[src/rtl/seq_pkg.sv]
// rtl/seq_pkg.sv - shared states and instruction-field codes for the instruction sequencer
//
// Holds the sequencer state enum, the opcodes that the sequencer itself
// decodes (HALT, NOP), and the branch / stack codes produced by the control unit.
package seq_pkg;

    typedef enum logic [2:0] {
        S_IDLE   = 3'd0,
        S_FETCH  = 3'd1,
        S_DECODE = 3'd2,
        S_EXEC   = 3'd3,
        S_MEM    = 3'd4,
        S_WB     = 3'd5,
        S_HALT   = 3'd6
    } seq_state_t;

    localparam logic [5:0] OP_HALT   = 6'd31;
    localparam logic [5:0] OP_NOP    = 6'd32;

    localparam logic [2:0] BR_ALWAYS = 3'd1;
    localparam logic [2:0] BR_MI     = 3'd2;
    localparam logic [2:0] BR_PL     = 3'd3;
    localparam logic [2:0] BR_Z      = 3'd4;

    localparam logic [2:0] ST_CALL   = 3'd3;
    localparam logic [2:0] ST_RET    = 3'd4;

endpackage

[src/rtl/branch_eval.sv]
// rtl/branch_eval.sv - combinational branch condition evaluation
//
// Ports:
//   i_br        control-unit branch code
//   i_cond_val  value of the register tested by the branch
//   o_is_branch code names a real branch (1..4)
//   o_taken     branch condition holds
module branch_eval
    import seq_pkg::*;
#(
    parameter int DATA_W = 32
) (
    input  logic [2:0]        i_br,
    input  logic [DATA_W-1:0] i_cond_val,
    output logic              o_is_branch,
    output logic              o_taken
);

    always_comb begin
        o_is_branch = 1'b1;
        o_taken     = 1'b0;
        case (i_br)
            BR_ALWAYS: o_taken = 1'b1;
            BR_MI:     o_taken = i_cond_val[DATA_W-1];
            BR_PL:     o_taken = ~i_cond_val[DATA_W-1];
            BR_Z:      o_taken = (i_cond_val == '0);
            default:   o_is_branch = 1'b0;
        endcase
    end

endmodule

[src/rtl/instr_sequencer.sv]
// rtl/instr_sequencer.sv - multi-cycle fetch/decode/exec/mem/wb sequencer owning PC and IR
//
// Ports:
//   clk, rstn          clock, asynchronous active-low reset
//   start              leave IDLE/HALT and fetch at the current pc
//   imem_*             instruction-memory fetch interface (read data valid the cycle after imem_on)
//   ir                 latched instruction for the control unit
//   cu_*, cond_val     registered control-unit decode of ir, branch test value
//   dmem_req/dmem_wr   data-memory request held until mem_ready
//   mem_rdata_pc       RET target from memory, link_pc = pc+1 stored by CALL
//   alu_en, reg_we     one-cycle ALU capture and register write strobes
//   halted, state_o    status
// Optional: SEQ_SINGLE_STEP_EN adds step_mode/step; with step_mode=1 each
// instruction ends in IDLE and a step pulse advances one instruction.
module instr_sequencer
    import seq_pkg::*;
#(
    parameter int              PC_W     = 7,
    parameter int              DATA_W   = 32,
    parameter logic [PC_W-1:0] RESET_PC = '0
) (
    input  logic              clk,
    input  logic              rstn,
    input  logic              start,
    output logic [PC_W-1:0]   imem_addr,
    output logic              imem_on,
    output logic              imem_wr,
    input  logic [DATA_W-1:0] imem_data,
    output logic [DATA_W-1:0] ir,
    input  logic [2:0]        cu_br,
    input  logic [2:0]        cu_st,
    input  logic              cu_memen,
    input  logic              cu_memwr,
    input  logic [1:0]        cu_wrreg,
    input  logic [DATA_W-1:0] cond_val,
    output logic              dmem_req,
    output logic              dmem_wr,
    input  logic              mem_ready,
    input  logic [PC_W-1:0]   mem_rdata_pc,
    output logic [PC_W-1:0]   link_pc,
    output logic              alu_en,
    output logic              reg_we,
    output logic              halted,
    output logic [2:0]        state_o
`ifdef SEQ_SINGLE_STEP_EN
    ,
    input  logic              step_mode,
    input  logic              step
`endif
);

    seq_state_t        r_state, w_state_nxt;
    logic [PC_W-1:0]   r_pc, w_pc_nxt;
    logic [DATA_W-1:0] r_ir, w_ir_nxt;
    logic              w_is_branch, w_taken, w_run_req;
    logic [5:0]        w_dec_op;
    logic [PC_W-1:0]   w_pc_inc, w_pc_rel;

    assign w_dec_op = imem_data[31:26];
    assign w_pc_inc = r_pc + PC_W'(1);
    assign w_pc_rel = r_pc + r_ir[PC_W-1:0];

`ifdef SEQ_SINGLE_STEP_EN
    assign w_run_req = step_mode ? step : start;
`else
    assign w_run_req = start;
`endif

    branch_eval #(.DATA_W(DATA_W)) u_branch_eval (
        .i_br        (cu_br),
        .i_cond_val  (cond_val),
        .o_is_branch (w_is_branch),
        .o_taken     (w_taken)
    );

    always_ff @(posedge clk or negedge rstn) begin
        if (!rstn) begin
            r_state <= S_IDLE;
            r_pc    <= RESET_PC;
            r_ir    <= '0;
        end else begin
            r_state <= w_state_nxt;
            r_pc    <= w_pc_nxt;
            r_ir    <= w_ir_nxt;
        end
    end

    always_comb begin
        w_state_nxt = r_state;
        w_pc_nxt    = r_pc;
        w_ir_nxt    = r_ir;
        imem_on     = 1'b0;
        dmem_req    = 1'b0;
        dmem_wr     = 1'b0;
        alu_en      = 1'b0;
        reg_we      = 1'b0;
        case (r_state)
            S_IDLE: begin
                if (w_run_req) w_state_nxt = S_FETCH;
            end
            S_FETCH: begin
                imem_on     = 1'b1;
                w_state_nxt = S_DECODE;
            end
            S_DECODE: begin
                // HALT/NOP are resolved from the memory word directly, since
                // the control unit only sees the instruction after ir updates.
                w_ir_nxt = imem_data;
                if (w_dec_op == OP_HALT) begin
                    w_state_nxt = S_HALT;
                end else if (w_dec_op == OP_NOP) begin
                    w_pc_nxt    = w_pc_inc;
                    w_state_nxt = S_FETCH;
                end else begin
                    w_state_nxt = S_EXEC;
                end
            end
            S_EXEC: begin
                alu_en = 1'b1;
                if (w_is_branch) begin
                    w_pc_nxt    = w_taken ? w_pc_rel : w_pc_inc;
                    w_state_nxt = S_FETCH;
                end else if (cu_memen || cu_st == ST_CALL || cu_st == ST_RET) begin
                    w_state_nxt = S_MEM;
                end else begin
                    w_state_nxt = S_WB;
                end
            end
            S_MEM: begin
                dmem_req = 1'b1;
                // CALL always stores the link address, whatever cu_memwr says.
                dmem_wr  = cu_memwr | (cu_st == ST_CALL);
                if (mem_ready) begin
                    if (cu_st == ST_CALL) begin
                        w_pc_nxt    = w_pc_rel;
                        w_state_nxt = S_FETCH;
                    end else if (cu_st == ST_RET) begin
                        w_pc_nxt    = mem_rdata_pc;
                        w_state_nxt = S_FETCH;
                    end else begin
                        w_state_nxt = S_WB;
                    end
                end
            end
            S_WB: begin
                reg_we      = (cu_wrreg != 2'd0);
                w_pc_nxt    = w_pc_inc;
                w_state_nxt = S_FETCH;
            end
            S_HALT: begin
                if (w_run_req) w_state_nxt = S_FETCH;
            end
            default: w_state_nxt = S_IDLE;
        endcase
`ifdef SEQ_SINGLE_STEP_EN
        // Instruction completion parks in IDLE; leaving IDLE/HALT stays a fetch.
        if (step_mode && w_state_nxt == S_FETCH &&
            r_state != S_IDLE && r_state != S_HALT)
            w_state_nxt = S_IDLE;
`endif
    end

    assign imem_addr = r_pc;
    assign imem_wr   = 1'b0;
    assign ir        = r_ir;
    assign link_pc   = w_pc_inc;
    assign halted    = (r_state == S_HALT);
    assign state_o   = r_state;

endmodule

[config.mk]
export PLATFORM = sky130hd
export DESIGN_NAME = instr_sequencer
export DESIGN_NICKNAME = d
export VERILOG_FILES = /design/src/rtl/seq_pkg.sv /design/src/rtl/branch_eval.sv /design/src/rtl/instr_sequencer.sv
export SDC_FILE = /design/constraint.sdc
export NUM_CORES = 1
export LEC_CHECK = 0
export CAP_MARGIN = 20
export CORE_MARGIN = 3
export CORE_UTILIZATION = 33
export CTS_BUF_LIST = sky130_fd_sc_hd__clkbuf_16
export CTS_CLUSTER_SIZE = 10
export DETAILED_ROUTE_END_ITERATION = 7
export PLACE_DENSITY = 0.73
export SYNTH_ARGS = -nofsm -noshare
export SYNTH_HDL_FRONTEND = slang
export SYNTH_HIERARCHICAL = 1
export SYNTH_SLANG_ARGS = --single-unit
[constraint.sdc]
create_clock -name clk -period 4.25 [get_ports clk]
set_input_delay 0.425 -clock clk [delete_from_list [all_inputs] [get_ports clk]]
set_output_delay 0.425 -clock clk [all_outputs]
set_load 0.1 [all_outputs]
=== Word level (Yosys, flattened, before mapping) ===
Cells that the tools add are included.

* Register bits: 42
* Input port bits: 85
* Logic and storage cells: 61

* $add $sub $neg: 2
* Equality and inequality tests: 20
* Muxes and demuxes: 24
* Bitwise operators: 2
* Reductions and logical operators: 10

{| class="wikitable"
|+ Operator list
! kind !! count
|-
| 2-to-1 mux 7 bit || 7
|-
| logical NOT 32 bit || 1
|-
| case mux 7 bit (4 select lines) || 1
|-
| 2-to-1 mux 3 bit || 6
|-
| case mux 3 bit (6 select lines) || 1
|-
| == test 3 x 2 -> 1 bit (second input constant) || 5
|-
| == test 3 bit (second input constant) || 5
|-
| adder 7 x 1 -> 7 bit (second input constant) || 1
|-
| adder 7 bit || 1
|-
| 2-to-1 mux 1 bit || 7
|-
| == test 3 x 1 -> 1 bit (second input constant) || 2
|-
| == test 6 x 5 -> 1 bit (second input constant) || 1
|-
| == test 6 bit (second input constant) || 1
|-
| != test 2 bit (second input constant) || 3
|-
| AND reduction 6 bit || 1
|-
| != test 2 x 1 -> 1 bit (second input constant) || 2
|-
| case mux 1 bit (4 select lines) || 1
|-
| nonzero test 4 bit || 1
|-
| OR reduction 4 bit || 1
|-
| logical NOT 3 bit || 1
|-
| != test 3 bit (second input constant) || 1
|-
| logical OR 1 bit || 2
|-
| 2-to-1 mux 2 bit || 1
|-
| AND reduction 2 bit || 1
|-
| other kinds (4) || 4
|}

=== Logic depth before layout (Yosys ltp) ===
* Word-level depth: 6
* Mapped depth: 9
* Depth with buffers taken out: 9

=== Modules after synthesis ===
The synthesis kept the hierarchy.

{| class="wikitable"
|+ By module, submodules not included
! module !! instances !! cells an instance !! area an instance (um^2) !! seq. area each (um^2)
|-
| instr_sequencer || 1 || 215 || 2331.0 || 1051.0
|-
| branch_eval || 1 || 17 || 111.4 || 0.0
|}

=== Worst setup path before layout ===
OpenSTA, ideal clock, no wires.

* Kind: reg-to-output
* From: reg r_state[0], in the netlist state_o[0]
* To: out imem_on
* Arrival: 3.502 ns
* Data required time: 3.825 ns
* Setup slack: 0.323 ns
* Cell stages (with the launch flop): 3
* Path buffers: 1
* Cells stage by stage: dfrtp_1 -> buf_2 -> nor3b_1

* Word-level cells in the longest chain between the ends: 2

{| class="wikitable"
|+ RTL lines
! element !! RTL line !! source
|-
| start: declaration || instr_sequencer.sv:52 || <nowiki>seq_state_t r_state, w_state_nxt;</nowiki>
|-
| start signal: assignment || instr_sequencer.sv:82 || <nowiki>r_state <= w_state_nxt;</nowiki>
|-
| == test 3 x 1 -> 1 bit || instr_sequencer.sv:97 || <nowiki>case (r_state)</nowiki>
|-
| 2-to-1 mux 1 bit || instr_sequencer.sv:97 ||
|-
| end: declaration || instr_sequencer.sv:26 || <nowiki>output logic imem_on,</nowiki>
|}

No other way between the ends.

=== Final worst setup path ===
* From: reg r_state[2], in the netlist state_o[2]
* To: out dmem_wr

* Word-level cells in the longest chain between the ends: 2

{| class="wikitable"
|+ RTL lines
! element !! RTL line !! source
|-
| == test 3 bit || instr_sequencer.sv:97 ||
|-
| 2-to-1 mux 1 bit || instr_sequencer.sv:97 ||
|-
| end: declaration || instr_sequencer.sv:37 || <nowiki>output logic dmem_wr,</nowiki>
|}

No other way between the ends.

==> run summary <==
post-DR vias/cell -> 5.06
nature of the critical path endpoint -> output port
most common flop cell mapped by yosys -> dfrtp_1
hold_ws -> 288 ps
Detailed Route WL -> 7510 µm
IO Pins -> 141
PortBufs -> 139
HPWL Detailed -> 6030 µm
Core Region -> 0.00698 mm²
Die Y -> 92.0 µm
EDFF count, synth -> 0
CTS tree -> done
initial antenna violation count -> 0
area growth from synthesis to layout -> 66.0%
register bit total from synthesis -> 42
Overflow after GRT -> 0
DRT Pass-1 Iters -> 4
setup TNS -> 0 ps
outcome -> finished, final reports clean
vias in the first global route -> 2397
die width -> 92.0 µm
Num CTS Buffers -> 5
Clock Sink Count -> 42
count of pins over their slew limit -> 0
met3 global-route usage -> 6.81%
fin nets -> 463
post-CTS setup buffers -> 0
leading cell type in the layout, fill and taps excluded -> clkdlybuf4s50_1
worst r2r src -> imem_addr[1]$_DFFE_PN0P_
routability cong. -> 0.876
most frequent cells in the layout -> clkdlybuf4s50_1 (138), dfrtp_1 (42), mux2_2 (31)
largest net degree at the start of global routing -> 43
asr flop ratio synth -> 100%
share of post-route cells with drive strength above 1 -> 14.3%
Yosys cell types -> 54
Slew @ Worst Pin -> 1010 ps
GR Layer Usage met1 -> 21.0%
CP max FO -> 15
synthesized instance count -> 232
Multi-input gate area -> 0.00132 mm²
crit share post-route -> 75.1%
syn_area_per_cell -> 10.5 µm²
antenna-violating nets left -> 0
initial core utilization -> 35.0%
CP Class -> flop to output port
CP Launch Type -> flop
post-CTS sizing -> 0
RSZ-0062 raised after global routing -> false
CP Launch Point -> state_o[2]$_DFFE_PN0P_
clock buffer depth -> 2
Worst slew margin -> 32.5%
worst skew pair latency -> 280 ps
sequential share of the synthesized area -> 43.0%
clock-pin transition on the worst setup and hold timing paths -> 60 ps
Synth warnings -> 6
Cell Area, Synth -> 0.00244 mm²
final-report hold violation count -> 0
r2r worst-path depth -> 7
vias -> 2361
Min Clock Period, post-route -> 3190 ps
antenna cells -> 0
drt wl/cell -> 16.1 µm
FILL cells -> 625
H-tree Lvls -> 2
layer with the highest usage -> met2
DRT iter0 DRCs -> 92
Setup Skew -> 5.30 ps
Final setup viols -> 0
DRC viols -> 0
number of core rows -> 30
FMAX -> 313 MHz
CTS Root Cell -> clkbuf_16
Post-Syn Nets -> 325
GR Util All Layers -> 17.4%
HP Class -> input port to async pin
Seq. cell area -> 0.00105 mm²
Die Footprint -> 0.00847 mm²
first-pass GRT wire length -> 12000 µm
Critical Path RT -> 3830 ps
hold buffer count at CTS -> 0
Worst EP arrival -> 2770 ps
Max Cap Violations -> 0
met2 usage -> 29.6%
critical path, stage by stage, from the launching register on:
cell and delay [ps]:
dfrtp_1 650, nand2b_1 270, nor2_2 280, o21a_1 160, clkdlybuf4s50_1 1120
synth_stat cells (6+ instances only):
cell type / number / area, µm²
mux2_2: 31 / 349
inv_1: 8 / 30.0
a21oi_1: 9 / 45.0
xnor2_1: 7 / 61.3
nor4_1: 8 / 50.1
ha_1: 7 / 87.6
dfrtp_1: 42 / 1050
nand2_1: 10 / 37.5
nor2_1: 19 / 71.3
nand3_1: 7 / 35.0
nor3_1: 6 / 30.0
metrics by stage:
step	setup slack [ps]	instances	utilization [%]	cell area, µm²
finish	1060	467	58.1	4060
global route	927	467	58.1	4060
CTS	1060	467	58.1	4060
detailed placement	1340	459	56.0	3910
global placement	1360	459	56.0	3910
floorplan	323	232	-	2440
routing by layer:
metal / wire (µm) / vias up
met5: 0 / -
met2: 3620 / 107
li1: - / 1133
met1: 3050 / 1115
met3: 788 / 6
met4: 51 / 0
flip-flops by register name, summed over array words and instances (netlist names):
register and cells:
imem_addr 7, ir 32, state_o 3
worst paths after layout:
path | end | slack [ps]
min in group clk | ir[13]$_DFFE_PN0P_ | 510
max in group asynchronous | ir[6]$_DFFE_PN0P_ | 3360
setup / recovery | dmem_wr | 1060
hold reg to reg | ir[13]$_DFFE_PN0P_ | 510
hold / removal | imem_addr[3]$_DFFE_PN0P_ | 290
setup reg to reg | imem_addr[5]$_DFFE_PN0P_ | 1980
cell families (layout without fill, tap and decap cells):
group | count (synthesis) | in the layout | synth area share (%)
buf+inv | 16 | 155 | 3.13
simple gates | 74 | 74 | 16.7
flops | 42 | 42 | 43.0
xor+xnor | 10 | 10 | 3.59
compound gates | 50 | 50 | 14.7
mux | 31 | 31 | 14.3
other cells | 1 | 1 | 0.154
fa+ha+maj | 8 | 8 | 4.41
final cells by class:
class | count | area share (%)
repair buffers | 139 | 34.2
multi-input cells | 174 | 32.6
flip-flops and latches | 42 | 25.9
clock buffers | 5 | 3.09
well taps | 96 | 2.96
inverters | 8 | 0.741
clock inverters | 3 | 0.494
Power is left out: the tool's default activity adds up to more than one toggle a clock period on the data nets, which glitch-free logic cannot reach.
